## src/rtl/alu_pkg.sv

```systemverilog
// Shared widths, opcodes, FSM encoding and the command payload for the ALU command issuer.
package alu_pkg;
   localparam int OPND_W = 4;
   localparam int RES_W  = 8;
   localparam int OP_W   = 3;

   localparam logic [OP_W-1:0] OP_ADD = 3'b000;
   localparam logic [OP_W-1:0] OP_SUB = 3'b001;
   localparam logic [OP_W-1:0] OP_MUL = 3'b010;
   localparam logic [OP_W-1:0] OP_DIV = 3'b011;
   localparam logic [OP_W-1:0] OP_AND = 3'b100;
   localparam logic [OP_W-1:0] OP_OR  = 3'b101;

   localparam logic [1:0] ST_IDLE = 2'd0;
   localparam logic [1:0] ST_EXEC = 2'd1;
   localparam logic [1:0] ST_RESP = 2'd2;

   typedef struct packed {
      logic [OP_W-1:0]   op;
      logic [OPND_W-1:0] a;
      logic [OPND_W-1:0] b;
   } cmd_t;

   // Error status: divide by zero, or an opcode above OP_OR.
   function automatic logic cmd_err(input logic [OP_W-1:0] op, input logic [OPND_W-1:0] b);
      return ((op == OP_DIV) && (b == '0)) || (op > OP_OR);
   endfunction
endpackage

```

## src/rtl/alu_cmd_fifo.sv

```systemverilog
// Synchronous command FIFO; pointers carry one extra wrap bit to tell full from empty.
module alu_cmd_fifo
   import alu_pkg::*;
#(
   parameter int DEPTH = 4
) (
   input  logic clk,
   input  logic rst,
   input  logic push_i,
   input  cmd_t wdata_i,
   input  logic pop_i,
   output cmd_t rdata_o,
   output logic full_o,
   output logic empty_o
);
   localparam int AW = $clog2(DEPTH);

   cmd_t        mem_q [DEPTH];
   logic [AW:0] wptr_q, rptr_q;
   logic        do_push, do_pop;

   assign empty_o = (wptr_q == rptr_q);
   assign full_o  = (wptr_q[AW] != rptr_q[AW]) && (wptr_q[AW-1:0] == rptr_q[AW-1:0]);
   assign do_push = push_i && !full_o;
   assign do_pop  = pop_i && !empty_o;
   assign rdata_o = mem_q[rptr_q[AW-1:0]];

   always_ff @(posedge clk or posedge rst) begin
      if (rst) begin
         wptr_q <= '0;
         rptr_q <= '0;
      end else begin
         if (do_push) wptr_q <= wptr_q + 1'b1;
         if (do_pop)  rptr_q <= rptr_q + 1'b1;
      end
   end

   always_ff @(posedge clk) begin
      if (do_push) mem_q[wptr_q[AW-1:0]] <= wdata_i;
   end
endmodule

```

## src/rtl/alu_cmd_issuer.sv

```systemverilog
// Queues host ALU commands, issues them one at a time to the ALU pins, waits out the
// ALU latency and returns the captured result with error status on a response stream.
module alu_cmd_issuer
   import alu_pkg::*;
#(
   parameter int DEPTH   = 4,
   parameter int ALU_LAT = 1
) (
   input  logic              clk,
   input  logic              rst,
   input  logic              cmd_valid,
   output logic              cmd_ready,
   input  logic [OPND_W-1:0] cmd_a,
   input  logic [OPND_W-1:0] cmd_b,
   input  logic [OP_W-1:0]   cmd_op,
   output logic [OPND_W-1:0] alu_a,
   output logic [OPND_W-1:0] alu_b,
   output logic [OP_W-1:0]   alu_op,
   input  logic [RES_W-1:0]  alu_result,
   output logic              rsp_valid,
   input  logic              rsp_ready,
   output logic [RES_W-1:0]  rsp_data,
   output logic [OP_W-1:0]   rsp_op,
   output logic              rsp_err,
   output logic              busy
);
   localparam int CNT_W = $clog2(ALU_LAT + 1);

   logic [1:0]       state_q, state_d;
   logic [CNT_W-1:0] cnt_q;
   cmd_t             push_cmd, head;
   logic             full, empty, pop, capture;
   logic [OPND_W-1:0] alu_a_q, alu_b_q;
   logic [OP_W-1:0]   alu_op_q, rsp_op_q;
   logic [RES_W-1:0]  rsp_data_q;
   logic              rsp_err_q;

   assign push_cmd = '{op: cmd_op, a: cmd_a, b: cmd_b};

   alu_cmd_fifo #(.DEPTH(DEPTH)) u_fifo (
      .clk     (clk),
      .rst     (rst),
      .push_i  (cmd_valid),
      .wdata_i (push_cmd),
      .pop_i   (pop),
      .rdata_o (head),
      .full_o  (full),
      .empty_o (empty)
   );

   always_comb begin
      state_d = state_q;
      pop     = 1'b0;
      capture = 1'b0;
      case (state_q)
         ST_IDLE: if (!empty) begin
            pop     = 1'b1;
            state_d = ST_EXEC;
         end
         ST_EXEC: if (cnt_q == CNT_W'(ALU_LAT)) begin
            capture = 1'b1;
            state_d = ST_RESP;
         end
         ST_RESP: if (rsp_ready) begin
            // Chain straight into the next command to avoid an IDLE bubble.
            pop     = !empty;
            state_d = empty ? ST_IDLE : ST_EXEC;
         end
         default: state_d = ST_IDLE;
      endcase
   end

   always_ff @(posedge clk or posedge rst) begin
      if (rst) begin
         state_q    <= ST_IDLE;
         cnt_q      <= '0;
         alu_a_q    <= '0;
         alu_b_q    <= '0;
         alu_op_q   <= '0;
         rsp_data_q <= '0;
         rsp_op_q   <= '0;
         rsp_err_q  <= 1'b0;
      end else begin
         state_q <= state_d;
         if (pop) begin
            alu_a_q  <= head.a;
            alu_b_q  <= head.b;
            alu_op_q <= head.op;
            cnt_q    <= '0;
         end else if (state_q == ST_EXEC) begin
            cnt_q <= cnt_q + 1'b1;
         end
         if (capture) begin
            rsp_data_q <= alu_result;
            rsp_op_q   <= alu_op_q;
            rsp_err_q  <= cmd_err(alu_op_q, alu_b_q);
         end
      end
   end

   assign cmd_ready = !full;
   assign alu_a     = alu_a_q;
   assign alu_b     = alu_b_q;
   assign alu_op    = alu_op_q;
   assign rsp_valid = (state_q == ST_RESP);
   assign rsp_data  = rsp_data_q;
   assign rsp_op    = rsp_op_q;
   assign rsp_err   = rsp_err_q;
   assign busy      = (state_q != ST_IDLE) || !empty;
endmodule

```

## config.mk

```make
export PLATFORM = sky130hd
export DESIGN_NAME = alu_cmd_issuer
export DESIGN_NICKNAME = d
export VERILOG_FILES = /design/src/rtl/alu_pkg.sv /design/src/rtl/alu_cmd_fifo.sv /design/src/rtl/alu_cmd_issuer.sv
export SDC_FILE = /design/constraint.sdc
export NUM_CORES = 1
export LEC_CHECK = 0
export BUFFER_PORTS_ARGS = -buffer_cell sky130_fd_sc_hd__buf_2
export CAP_MARGIN = 20
export CORE_UTILIZATION = 40
export CTS_BUF_LIST = sky130_fd_sc_hd__clkbuf_2
export CTS_CLUSTER_DIAMETER = 200
export DETAILED_ROUTE_END_ITERATION = 12
export PLACE_DENSITY = 0.66
export SETUP_SLACK_MARGIN = 0.02
export SLEW_MARGIN = 20
export SYNTH_ARGS = -nofsm -noshare
export SYNTH_HDL_FRONTEND = slang
export SYNTH_SLANG_ARGS = --single-unit
```

## constraint.sdc

```tcl
create_clock -name clk -period 1.75 [get_ports clk]
set_input_delay 0.2625 -clock clk [delete_from_list [all_inputs] [get_ports clk]]
set_output_delay 0.2625 -clock clk [all_outputs]
set_load 0.005 [all_outputs]
```

==> summary.md, run 1 <==
| Metric | Value |
|---|---|
| Failing checks | negative setup slack |
| Min-delay worst type | input port to flip-flop |
| Hpwl dp | 3.48 mm |
| H-tree Lvls | 3 |
| CP startpoint kind | flip-flop |
| Crit Path Max Fanout | 2 |
| Post-synth top area share | 44.7% |
| DR DRC count | 0 |
| N_diodes | 0 |
| Slowest CP cell | dfrtp_1 |
| DRT antenna net count | 0 |
| Via-per-instance ratio | 4.75 |
| RD Place Congestion | 0.715 |
| RSZ-0062 raised after global routing | yes |
| Core area | 6980 sq um |
| Setup Skew | 0.0148 ns |
| WL per Instance | 15.5 um |
| Fin. Hold Viols | 0 |
| Slowest cell delay on critical path | 0.46 ns |
| Vias | 1,657 |
| CP arrival | 1.54 ns |
| Max_slew headroom | 63.3% |
| Syn_nets | 184 |
| Total die area | 7740 sq um |
| Post-Syn Area | 2960 sq um |
| Post-synth top area cell | edfxtp_1 |
| Worst-path clk slew | 0.20 ns |
| Critical path class | flip-flop to output port |
| Pwr Total | 6.70 mW |
| Dominant cells by area after synthesis | edfxtp_1 (45%), dfrtp_1 (27%), mux2_2 (8.8%) |
| Most frequent cells in the layout | buf_2 (47), edfxtp_1 (44), dfrtp_1 (32) |
| Clock Path Buffers | 2 |
| Num rows | 30 |
| GRT Total Usage | 15.4% |
| Largest net degree at the start of global routing | 33 |
| Post-layout nets | 276 |
| Worst setup margin | -0.0492 ns |
| Num CTS Buffers | 9 |
| Seq/Total Area, Yosys | 71.8% |
| First drt pass iteration count | 4 |
| Number of global-route vias before repair | 1,722 |
| Area Overhead vs Synth | 29.2% |
| Port buffer count | 48 |
| Result of the run | complete, but fails checks |
| Yosys reg bits | 76 |
| Initial antenna violation count | 0 |
| Slew at the pin with the worst max-slew slack | 0.545 ns |
| Final Max Tran Viols | 0 |
| TritonCTS clock tree | yes |
| Clock sinks | 76 |
| Worst Path Required | 1.49 ns |
| Setup TNS | -0.0667 ns |
| Mean area per synthesized cell | 18.9 sq um |
| Maxcap violations | 0 |
| Initial core utilization | 42.3% |
| Most common cell after layout, fill and taps aside | buf_2 |
| DR iter-0 viols | 65 |
| First-pass GRT wire length | 8.40 mm |
| WL final | 5.42 mm |
| Count of different cell masters after synthesis | 26 |
| CTS root buffer | clkbuf_2 |
| Final Critical Period | 1.80 ns |
| Share of cells above drive strength 1 | 47.8% |
| Chip width | 88.0 um |
| Yosys warnings | 0 |
| Cell breakdown of the critical path | xnor2_2 -> nand3b_1 -> buf_4 -> buf_6 |
| Final setup viols | 2 |
| Die Height | 88.0 um |
| Pwr/cell area | 1750 nW/um^2 |
| Worst VDD drop | 0.000817 V |
| IO Count | 49 |
| Worst setup EP type | output port |
| Fmax achieved | 556 MHz |
| Clk_lat worst skew | 0.48 ns |
| Mapped Cells | 156 |
| Overflow after GRT | 0 |
| Final Cycle Share | 103% |
| Filler Cells Inserted | 593 |
| Pleak | 1.58 nW |
[cell usage after synthesis]
master / n
a21o_1: 1
a21oi_1: 1
a311oi_4: 1
and3_1: 4
buf_1: 1
buf_2: 1
buf_6: 1
clkbuf_1: 1
dfrtp_1: 32
edfxtp_1: 44
ha_1: 5
inv_1: 5
mux2_2: 23
mux4_1: 1
mux4_2: 10
nand2_1: 6
nand2b_1: 1
nand3_1: 1
nand3b_1: 1
nand4_1: 1
nor2_1: 2
nor2b_1: 2
nor4_1: 1
o21ai_0: 2
xnor2_1: 6
xor2_1: 2
[timing repair]
item	CTS	global route
resized for setup	6	9
hold buffers	21	0
endpoints found under the hold margin	85	0
endpoints found under the setup margin	23	14
buffers inserted	3	1
pin swaps	4	0
[per-layer routing]
metal	track usage (%)	wire length, um	vias up
li1	-	-	771
met1	17.7	2240	824
met2	26.6	2830	56
met3	5.37	282	6
met4	5.81	74	0
met5	0	0	-
[report_power, final]
group | switching [mW] | internal, mW
clock network | 0.586 | 0.336
registers | 0.304 | 2.55
logic | 1.22 | 1.70
total | 2.11 | 4.59
[worst max-delay path: cells and delay by family (launching register included)]
kind | cells | cell delay [ns]
flops | 1 | 0.46
buf+inv | 2 | 0.27
simple gates | 1 | 0.19
xor+xnor | 1 | 0.16
[logic make-up after synthesis]
group,synth area share [%]
buf+inv,1.44
flops,71.8
compound gates,1.65
fa+ha+maj,2.12
simple gates,3.34
mux,17.3
xor+xnor,2.37
[cell type report]
class	count	area (sq um)	area share, %
clock buffer	10	50.0	1.31
clock inverter	6	65.1	1.70
inverter	5	18.8	0.492
multi-input combinational	71	840	22.0
sequential	76	2120	55.6
tap	96	120	3.15
timing repair buffer	85	602	15.8
[flip-flops by register name (all words and copies together) (netlist names)]
name	count
u_fifo.mem_q	44
rsp_data	8
alu_a	4
alu_b	4
alu_op	3
rsp_op	3
u_fifo.rptr_q	3
u_fifo.wptr_q	3
state_q	2
cnt_q	1
rsp_err	1
[worst paths after layout]
path                                                   start                            to  slack (ns)  depth (start not counted)
worst max-delay path            u_fifo.rptr_q[2]$_DFFE_PP0P_                     cmd_ready       -0.05                          4
worst min-delay path                               cmd_valid  u_fifo.wptr_q[0]$_DFFE_PP0P_        0.09                          3
worst max register to register  u_fifo.wptr_q[1]$_DFFE_PP0P_          alu_b[1]$_DFFE_PP0P_        0.03                          5
worst min register to register         rsp_op[1]$_DFFE_PP0P_         rsp_op[1]$_DFFE_PP0P_        0.52                          2
max in group asynchronous                                rst          alu_a[1]$_DFFE_PP0P_        1.06                          4
min in group asynchronous                                rst          alu_a[0]$_DFFE_PP0P_        0.38                          4
[metrics by stage]
stage / cell area (sq um) / hold slack, ns / std cells / utilization [%] / setup slack (ns)
3_5_place_dp: 3410 / 0.386 / 308 / 48.8 / 0.0140
2_1_floorplan: 2960 / 0.361 / 156 / - / 0.0544
3_3_place_gp: 3410 / 0.373 / 308 / 48.8 / 0.0757
4_1_cts: 3780 / 0.0417 / 348 / 54.1 / -0.0920
6_report: 3820 / 0.0921 / 349 / 54.7 / -0.0492
5_1_grt: 3820 / 0.0867 / 349 / 54.7 / -0.168
Note: power is estimated with default switching activity, not from simulation.
==> run 2, diff against run 1 <==
--- a/config.mk
+++ b/config.mk
@@ -16,4 +16,5 @@
 export SLEW_MARGIN = 20
 export SYNTH_ARGS = -nofsm -noshare
 export SYNTH_HDL_FRONTEND = slang
+export SYNTH_HIERARCHICAL = 1
 export SYNTH_SLANG_ARGS = --single-unit
==> run 2 against run 1 <==
The run still ends with negative setup slack left. Clock power is 18% higher. Clock skew is 0.0023 ns higher. Sequential cell count stayed put. Total power is 20% higher. Global-route usage is 0.27 points higher. Register-to-register slack worse by 0.13 ns. Design area is 12% higher. Area after synthesis is 8.9% higher. Fmax is 4.6% lower. Die area is 8.7% higher.
==> summary.md, run 2 <==
| Metric | Value |
|---|---|
| Mean area per synthesized cell | 17.6 sq um (-7.1%) |
| Clk_lat worst skew | 0.50 ns (+0.02 ns) |
| Asr flop ratio synth | 42.1% (unchanged) |
| Num rows | 32 (+6.7%) |
| Min-delay worst type | input port to flip-flop |
| Setup TNS | -1.73 ns (-1.66 ns) |
| Vias | 1,880 (+13%) |
| Number of global-route vias before repair | 1,951 (+13%) |
| Clock sinks | 76 (unchanged) |
| Comb pwr share | 50.2% (+6.5 points) |
| DRT antenna net count | 0 (unchanged) |
| Largest register FFs | 44 (unchanged) |
| CP arrival | 1.62 ns (+0.08 ns) |
| Fmax achieved | 530 MHz (-4.6%) |
| Clock Power Share | 13.6% (-0.2 points) |
| WL per Instance | 15.2 um (-2.2%) |
| WL final | 5.99 mm (+10%) |
| First-pass GRT wire length | 9.78 mm (+17%) |
| Result of the run | complete, but fails checks |
| Post-Syn Area | 3220 sq um (+8.9%) |
| Final Max Tran Viols | 0 (unchanged) |
| Largest net degree at the start of global routing | 27 (-18%) |
| Filler Cells Inserted | 660 (+11%) |
| Via-per-instance ratio | 4.77 (+0.50%) |
| Clock Path Buffers | 2 (unchanged) |
| Overflow after GRT | 0 (unchanged) |
| Final Cycle Share | 108% (+5.0 points) |
| Switching share of power | 33.8% (+2.3 points) |
| Cell breakdown of the critical path | buf_12 -> xnor2_4 -> nand3_4 -> inv_2 -> inv_2 -> buf_2 |
| Max_slew headroom | 69.2% (+5.9 points) |
| Seq/Total Area, Yosys | 65.9% (-5.9 points) |
| Slowest CP cell | dfrtp_2 |
| First drt pass iteration count | 4 (unchanged) |
| Worst setup EP type | output port |
| Most common cell after layout, fill and taps aside | buf_2 |
| Yosys reg bits | 76 (unchanged) |
| Critical path class | flip-flop to output port |
| H-tree Lvls | 3 (unchanged) |
| IO Count | 49 (unchanged) |
| Share of cells above drive strength 1 | 51.7% (+3.9 points) |
| DR iter-0 viols | 76 (+17%) |
| RSZ-0062 raised after global routing | yes |
| Mapped Cells | 183 (+17%) |
| Count of different cell masters after synthesis | 35 (+35%) |
| Worst VDD drop | 0.000730 V (-11%) |
| Pleak | 1.77 nW (+12%) |
| Worst-path clk slew | 0.20 ns (about the same) |
| TritonCTS clock tree | yes |
| Post-synth top area share | 41.0% (-3.7 points) |
| P_int | 5.31 mW (+16%) |
| Pwr/cell area | 1870 nW/um^2 (+6.6%) |
| Psw | 2.71 mW (+29%) |
| Yosys warnings | 6 (+6) |
| Crit Path Max Fanout | 3 (+1) |
| Slowest cell delay on critical path | 0.50 ns (+0.04 ns) |
| Setup Skew | 0.0171 ns (+0.00234 ns) |
| Commonest cells in the netlist | edfxtp_1 (44), dfrtp_1 (32), mux2_2 (13) |
| Initial antenna violation count | 0 (unchanged) |
| Maxcap violations | 0 (unchanged) |
| Chip width | 91.7 um (+4.3%) |
| Initial core utilization | 41.4% (-0.88 points) |
| Slew at the pin with the worst max-slew slack | 0.457 ns (-0.0877 ns) |
| CTS root buffer | clkbuf_2 |
| Failing checks | negative setup slack |
| Placed insts | 345 (+12%) |
| Worst Path Required | 1.49 ns (about the same) |
| Final non-filler cell total | 394 (+13%) |
| Area Overhead vs Synth | 33.2% |
| Ys flop type | edfxtp_1 |
| Dominant cells by area after synthesis | edfxtp_1 (41%), dfrtp_1 (25%), mux4_2 (7.7%) |
| CP startpoint kind | flip-flop |
| Sequential power share | 36.2% (-6.4 points) |
| GRT Total Usage | 15.7% (+0.27 points) |
| Hpwl dp | 3.96 mm (+14%) |
| Final Critical Period | 1.89 ns (+0.0873 ns) |
| Post-synth top area cell | edfxtp_1 |
| Final setup viols | 24 (+22) |
| Fin. Hold Viols | 0 (unchanged) |
| Core area | 7770 sq um (+11%) |
| Num CTS Buffers | 9 (unchanged) |
| Most frequent cells in the layout | buf_2 (48), edfxtp_1 (44), dfrtp_1 (30) |
| CP dominant cell by count | inv_2 |
| DR DRC count | 0 (unchanged) |
| Worst setup margin | -0.137 ns (-0.0873 ns) |
| Post-synth EDFFs | 44 (unchanged) |
| Top-count cell post-synth | edfxtp_1 |
| Syn_nets | 211 (+15%) |
| Total die area | 8410 sq um (+8.7%) |
| RD Place Congestion | 0.744 (+4.1%) |
| Die Height | 91.7 um (+4.3%) |
| N_diodes | 0 (unchanged) |
| Port buffer count | 48 (unchanged) |
| Hold slack | 0.0758 ns (-0.0163 ns) |
| Post-layout nets | 315 (+14%) |
-- run 2: cell count changes after synthesis, moves of 2 or more --
| cell | before | now |
|---|---|---|
| xor2_2 | 0 | 2 |
| mux2_2 | 23 | 13 |
| o31ai_1 | 0 | 6 |
| mux2_4 | 0 | 8 |
| inv_1 | 5 | 10 |
| a21oi_1 | 1 | 6 |
| buf_6 | 1 | 4 |
| and2_1 | 0 | 2 |
| a211oi_2 | 0 | 2 |
-- run 2: metal layers --
layer	up-vias	GRT usage [%]	wire, um
met3	8	4.73	253
met5	-	0	0
met2	49	26.1	2990
met4	0	5.47	97
met1	929	19.6	2650
li1	894	-	-
-- run 2: critical path, delay by kind of cell, from the launching register on --
kind / cells / cell delay [ns]
AND/OR/NAND/NOR: 1 / 0.09
flip-flops: 1 / 0.50
XOR/XNOR: 1 / 0.21
buffers and inverters: 4 / 0.34
-- run 2: final cells by class --
type	instances	area (sq um)	share of cell area, %
clock buffer	9	45.0	1.05
tap	102	128	2.98
sequential	76	2120	49.5
multi-input combinational	89	1090	25.5
timing repair buffer	100	754	17.6
inverter	11	43.8	1.02
clock inverter	7	100	2.33
-- run 2: worst paths after layout --
kind                                         startpoint                           end  slack [ns]  cells after the start
setup reg to reg           u_fifo/rptr_q[1]$_DFFE_PP0P_          alu_a[3]$_DFFE_PP0P_       -0.10                      8
min in group asynchronous                           rst  u_fifo/wptr_q[0]$_DFFE_PP0P_        0.21                      3
hold reg to reg                   rsp_op[1]$_DFFE_PP0P_         rsp_op[1]$_DFFE_PP0P_        0.50                      2
setup / recovery           u_fifo/rptr_q[0]$_DFFE_PP0P_                     cmd_ready       -0.14                      6
hold / removal                                cmd_valid  u_fifo/wptr_q[0]$_DFFE_PP0P_        0.08                      3
max in group asynchronous                           rst          alu_a[3]$_DFFE_PP0P_        1.13                      4
-- run 2: stage by stage --
| stage | setup slack [ns] | power [mW] | area [sq um] | util, % |
|---|---|---|---|---|
| 6_report | -0.137 | 8.02 | 4290 | 55.2 |
| 5_1_grt | -0.258 | 8.53 | 4290 | 55.2 |
| 4_1_cts | -0.186 | 7.95 | 4250 | 54.7 |
| 3_5_place_dp | -0.00413 | 6.18 | 3710 | 47.7 |
| 3_3_place_gp | 0.0307 | 6.09 | 3710 | 47.7 |
| 2_1_floorplan | 0.0179 | 5.21 | 3260 | - |
-- run 2: power groups by stage --
stage | Combinational (mW) | Sequential (mW) | Clock (mW)
floorplan | 2.32 | 2.89 | 0
global placement | 3.18 | 2.91 | 0
detailed placement | 3.23 | 2.95 | 0
CTS | 3.91 | 2.91 | 1.13
global route | 4.35 | 2.97 | 1.20
finish | 4.02 | 2.91 | 1.09
-- run 2: timing repair --
item                                    4_1_cts  5_1_grt
cloned                                        0        0
setup buffers                                10        3
hold buffers                                 21        0
endpoints found under the setup margin        7       54
gates resized for setup                      18       11
hold endpoints to repair                     86        0
pin swaps                                     3        6
-- run 2: kinds of logic (layout without fill, tap and decap cells) --
group,Yosys count,after routing,synth area share [%]
fa+ha+maj,5,5,1.94
xor+xnor,10,10,3.42
mux,32,32,16.0
flops,76,76,65.9
buf+inv,18,127,3.42
simple gates,22,22,4.55
compound gates,20,20,4.78
==> run 3, diff against run 2 <==
--- a/config.mk
+++ b/config.mk
@@ -11,6 +11,7 @@
 export CTS_BUF_LIST = sky130_fd_sc_hd__clkbuf_2
 export CTS_CLUSTER_DIAMETER = 200
 export DETAILED_ROUTE_END_ITERATION = 12
+export HOLD_SLACK_MARGIN = 0.1
 export PLACE_DENSITY = 0.66
 export SETUP_SLACK_MARGIN = 0.02
 export SLEW_MARGIN = 20
==> run 3 against run 2 <==
Largest power group unchanged. Sequential cell count stayed put. The run still ends with negative setup slack left. Hold slack better by 0.14 ns. Fmax hardly changed. Critical path type unchanged. Core utilization is 0.13 points higher. Via count is 0.21% higher. Die area stayed put. Global-route usage hardly changed. Register-to-register slack hardly changed. Design area is 0.23% higher.
==> summary.md, run 3 (synthesis gave the netlist of run 2 again) <==
| Metric | Value |
|---|---|
| Wire length on met3 | 253 um (unchanged) |
| P_int | 5.31 mW (about the same) |
| Total die area | 8410 sq um (unchanged) |
| M1 WL | 2.66 mm (+0.15%) |
| WL final | 5.99 mm (about the same) |
| RD Place Congestion | 0.744 (unchanged) |
| DR DRC count | 0 (unchanged) |
| Clock Path Buffers | 2 (unchanged) |
| Pleak | 1.78 nW (+0.24%) |
| CTS root buffer | clkbuf_2 |
| Largest net degree at the start of global routing | 27 (unchanged) |
| Setup Skew | 0.0177 ns (+0.000597 ns) |
| Min-delay worst type | input port to async pin |
| Vias | 1,884 (+0.21%) |
| Comb pwr share | 50.2% (about the same) |
| Critical path class | flip-flop to output port |
| Pwr Total | 8.02 mW (about the same) |
| Final non-filler cell total | 395 (+0.25%) |
| Placed insts | 345 (unchanged) |
| Failing checks | negative setup slack |
| Clock sinks | 76 (unchanged) |
| Chip width | 91.7 um (unchanged) |
| Most frequent cells in the layout | buf_2 (48), edfxtp_1 (44), dfrtp_1 (30) |
| Crit Reg-Reg Endpoint | alu_a[3]$_DFFE_PP0P_ |
| Overflow after GRT | 0 (unchanged) |
| Slew at the pin with the worst max-slew slack | 0.457 ns (unchanged) |
| Clk_lat worst skew | 0.50 ns (about the same) |
| Worst Path Required | 1.49 ns (about the same) |
| Initial antenna violation count | 0 (unchanged) |
| Pwr/cell area | 1870 nW/um^2 (-0.22%) |
| CP startpoint kind | flip-flop |
| Setup TNS | -1.73 ns (-0.00194 ns) |
| First-pass GRT wire length | 9.80 mm (+0.14%) |
| RSZ-0062 raised after global routing | yes |
| Final setup viols | 24 (unchanged) |
| Post-layout nets | 316 (+0.32%) |
| Result of the run | complete, but fails checks |
| Hpwl dp | 3.96 mm (unchanged) |
| Most common cell after layout, fill and taps aside | buf_2 |
| WL per Instance | 15.2 um (-0.24%) |
| Share of cells above drive strength 1 | 51.5% (-0.18 points) |
| Maxcap violations | 0 (unchanged) |
| Via-per-instance ratio | 4.77 (about the same) |
| Final Critical Period | 1.89 ns (-0.000318 ns) |
| Core area | 7770 sq um (unchanged) |
| Reg-to-reg slack, setup | -0.11 ns (about the same) |
| Final Util | 55.3% (+0.13 points) |
| Largest register FFs | 44 (unchanged) |
| Num CTS Buffers | 9 (unchanged) |
| Register-to-Register Path Depth | 8 (unchanged) |
| DRT antenna net count | 0 (unchanged) |
| TritonCTS clock tree | yes |
| IO Count | 49 (unchanged) |
| Worst-path clk slew | 0.20 ns (about the same) |
| Worst setup EP type | output port |
| Num rows | 32 (unchanged) |
| Worst setup margin | -0.136 ns (+0.000318 ns) |
| Number of global-route vias before repair | 1,954 (+0.15%) |
| Psw | 2.71 mW (about the same) |
| Area Overhead vs Synth | 33.5% |
| N_diodes | 0 (unchanged) |
| Port buffer count | 48 (unchanged) |
| CP arrival | 1.62 ns (about the same) |
| Switching share of power | 33.8% (about the same) |
| Final Cycle Share | 108% (about the same) |
| Worst VDD drop | 0.000730 V (about the same) |
| H-tree Lvls | 3 (unchanged) |
| Crit Path Max Fanout | 3 (unchanged) |
| Die Height | 91.7 um (unchanged) |
| Sequential power share | 36.2% (about the same) |
| Fmax achieved | 530 MHz (about the same) |
| DR iter-0 viols | 74 (-2.6%) |
| Routed wl met2 | 2.98 mm (-0.13%) |
| Initial core utilization | 41.4% (unchanged) |
| Final Max Tran Viols | 0 (unchanged) |
| FF-to-FF Start | u_fifo/rptr_q[1]$_DFFE_PP0P_ |
| Uppermost routed layer | met4 |
| Clock Power Share | 13.6% (about the same) |
| Filler Cells Inserted | 659 (-0.15%) |
| GRT Total Usage | 15.7% (+0.018 points) |
| Fin. Hold Viols | 0 (unchanged) |
| Max_slew headroom | 69.2% (unchanged) |
| First drt pass iteration count | 4 (unchanged) |
-- run 3: cell count changes in the layout (fill, tap and decap cells not counted) --
cell | before | now
dlygate4sd3_1 | 21 | 22
-- run 3: stage by stage --
| step | area, sq um | hold slack [ns] | setup slack, ns |
|---|---|---|---|
| 2_1_floorplan | 3260 | 0.0535 | 0.0179 |
| 3_3_place_gp | 3710 | 0.200 | 0.0307 |
| 3_5_place_dp | 3710 | 0.195 | -0.00413 |
| 4_1_cts | 4260 | 0.160 | -0.186 |
| 5_1_grt | 4300 | 0.163 | -0.258 |
| 6_report | 4300 | 0.215 | -0.136 |
-- run 3: power groups by stage --
| stage | Clock (mW) | Sequential [mW] | Combinational [mW] |
|---|---|---|---|
| after floorplan | 0 | 2.89 | 2.32 |
| after global placement | 0 | 2.91 | 3.18 |
| after detailed placement | 0 | 2.95 | 3.23 |
| after CTS | 1.13 | 2.91 | 3.91 |
| after global routing | 1.20 | 2.97 | 4.36 |
| final | 1.09 | 2.91 | 4.03 |
-- run 3: worst max path at each step --
stage	start	to	slack [ns]	cells after the start
after floorplan	u_fifo/rptr_q[1]$_DFFE_PP0P_	u_fifo/rptr_q[1]$_DFFE_PP0P_	0.02	10
after global placement	u_fifo/rptr_q[1]$_DFFE_PP0P_	u_fifo/rptr_q[2]$_DFFE_PP0P_	0.03	8
after detailed placement	u_fifo/rptr_q[1]$_DFFE_PP0P_	u_fifo/rptr_q[1]$_DFFE_PP0P_	-0.004	8
after CTS	u_fifo/wptr_q[2]$_DFFE_PP0P_	cmd_ready	-0.19	6
after global routing	u_fifo/rptr_q[2]$_DFFE_PP0P_	cmd_ready	-0.26	6
final	u_fifo/rptr_q[0]$_DFFE_PP0P_	cmd_ready	-0.14	6
-- run 3: layout make-up --
type                    count  area, sq um  share of cell area, %
flip-flops and latches     76         2120                   49.4
multi-input cells          89         1090                   25.4
repair buffers            101          764                   17.8
well taps                 102          128                   2.97
clock inverters             7          100                   2.33
clock buffers               9         45.0                   1.05
inverters                  11         43.8                   1.02
-- run 3: per-layer routing --
layer / global-route usage (%) / up-vias
li1: - / 896
met1: 19.6 / 931
met2: 26.1 / 49
met3: 4.73 / 8
met4: 5.47 / 0
met5: 0 / -
-- run 3: timing repair --
| item | in CTS | in global routing |
|---|---|---|
| hold endpoints to repair | 87 | 0 |
| endpoints found under the setup margin | 7 | 54 |
| pin swaps | 3 | 6 |
| hold buffers | 22 | 0 |
| resized for setup | 18 | 11 |
| setup buffers | 10 | 3 |
-- run 3: critical path, cell delays in order, from the launching register on --
cell and delay, ns:
dfrtp_2 0.50, buf_12 0.15, xnor2_4 0.21, nand3_4 0.09, inv_2 0.06, inv_2 0.02
buf_2 0.11
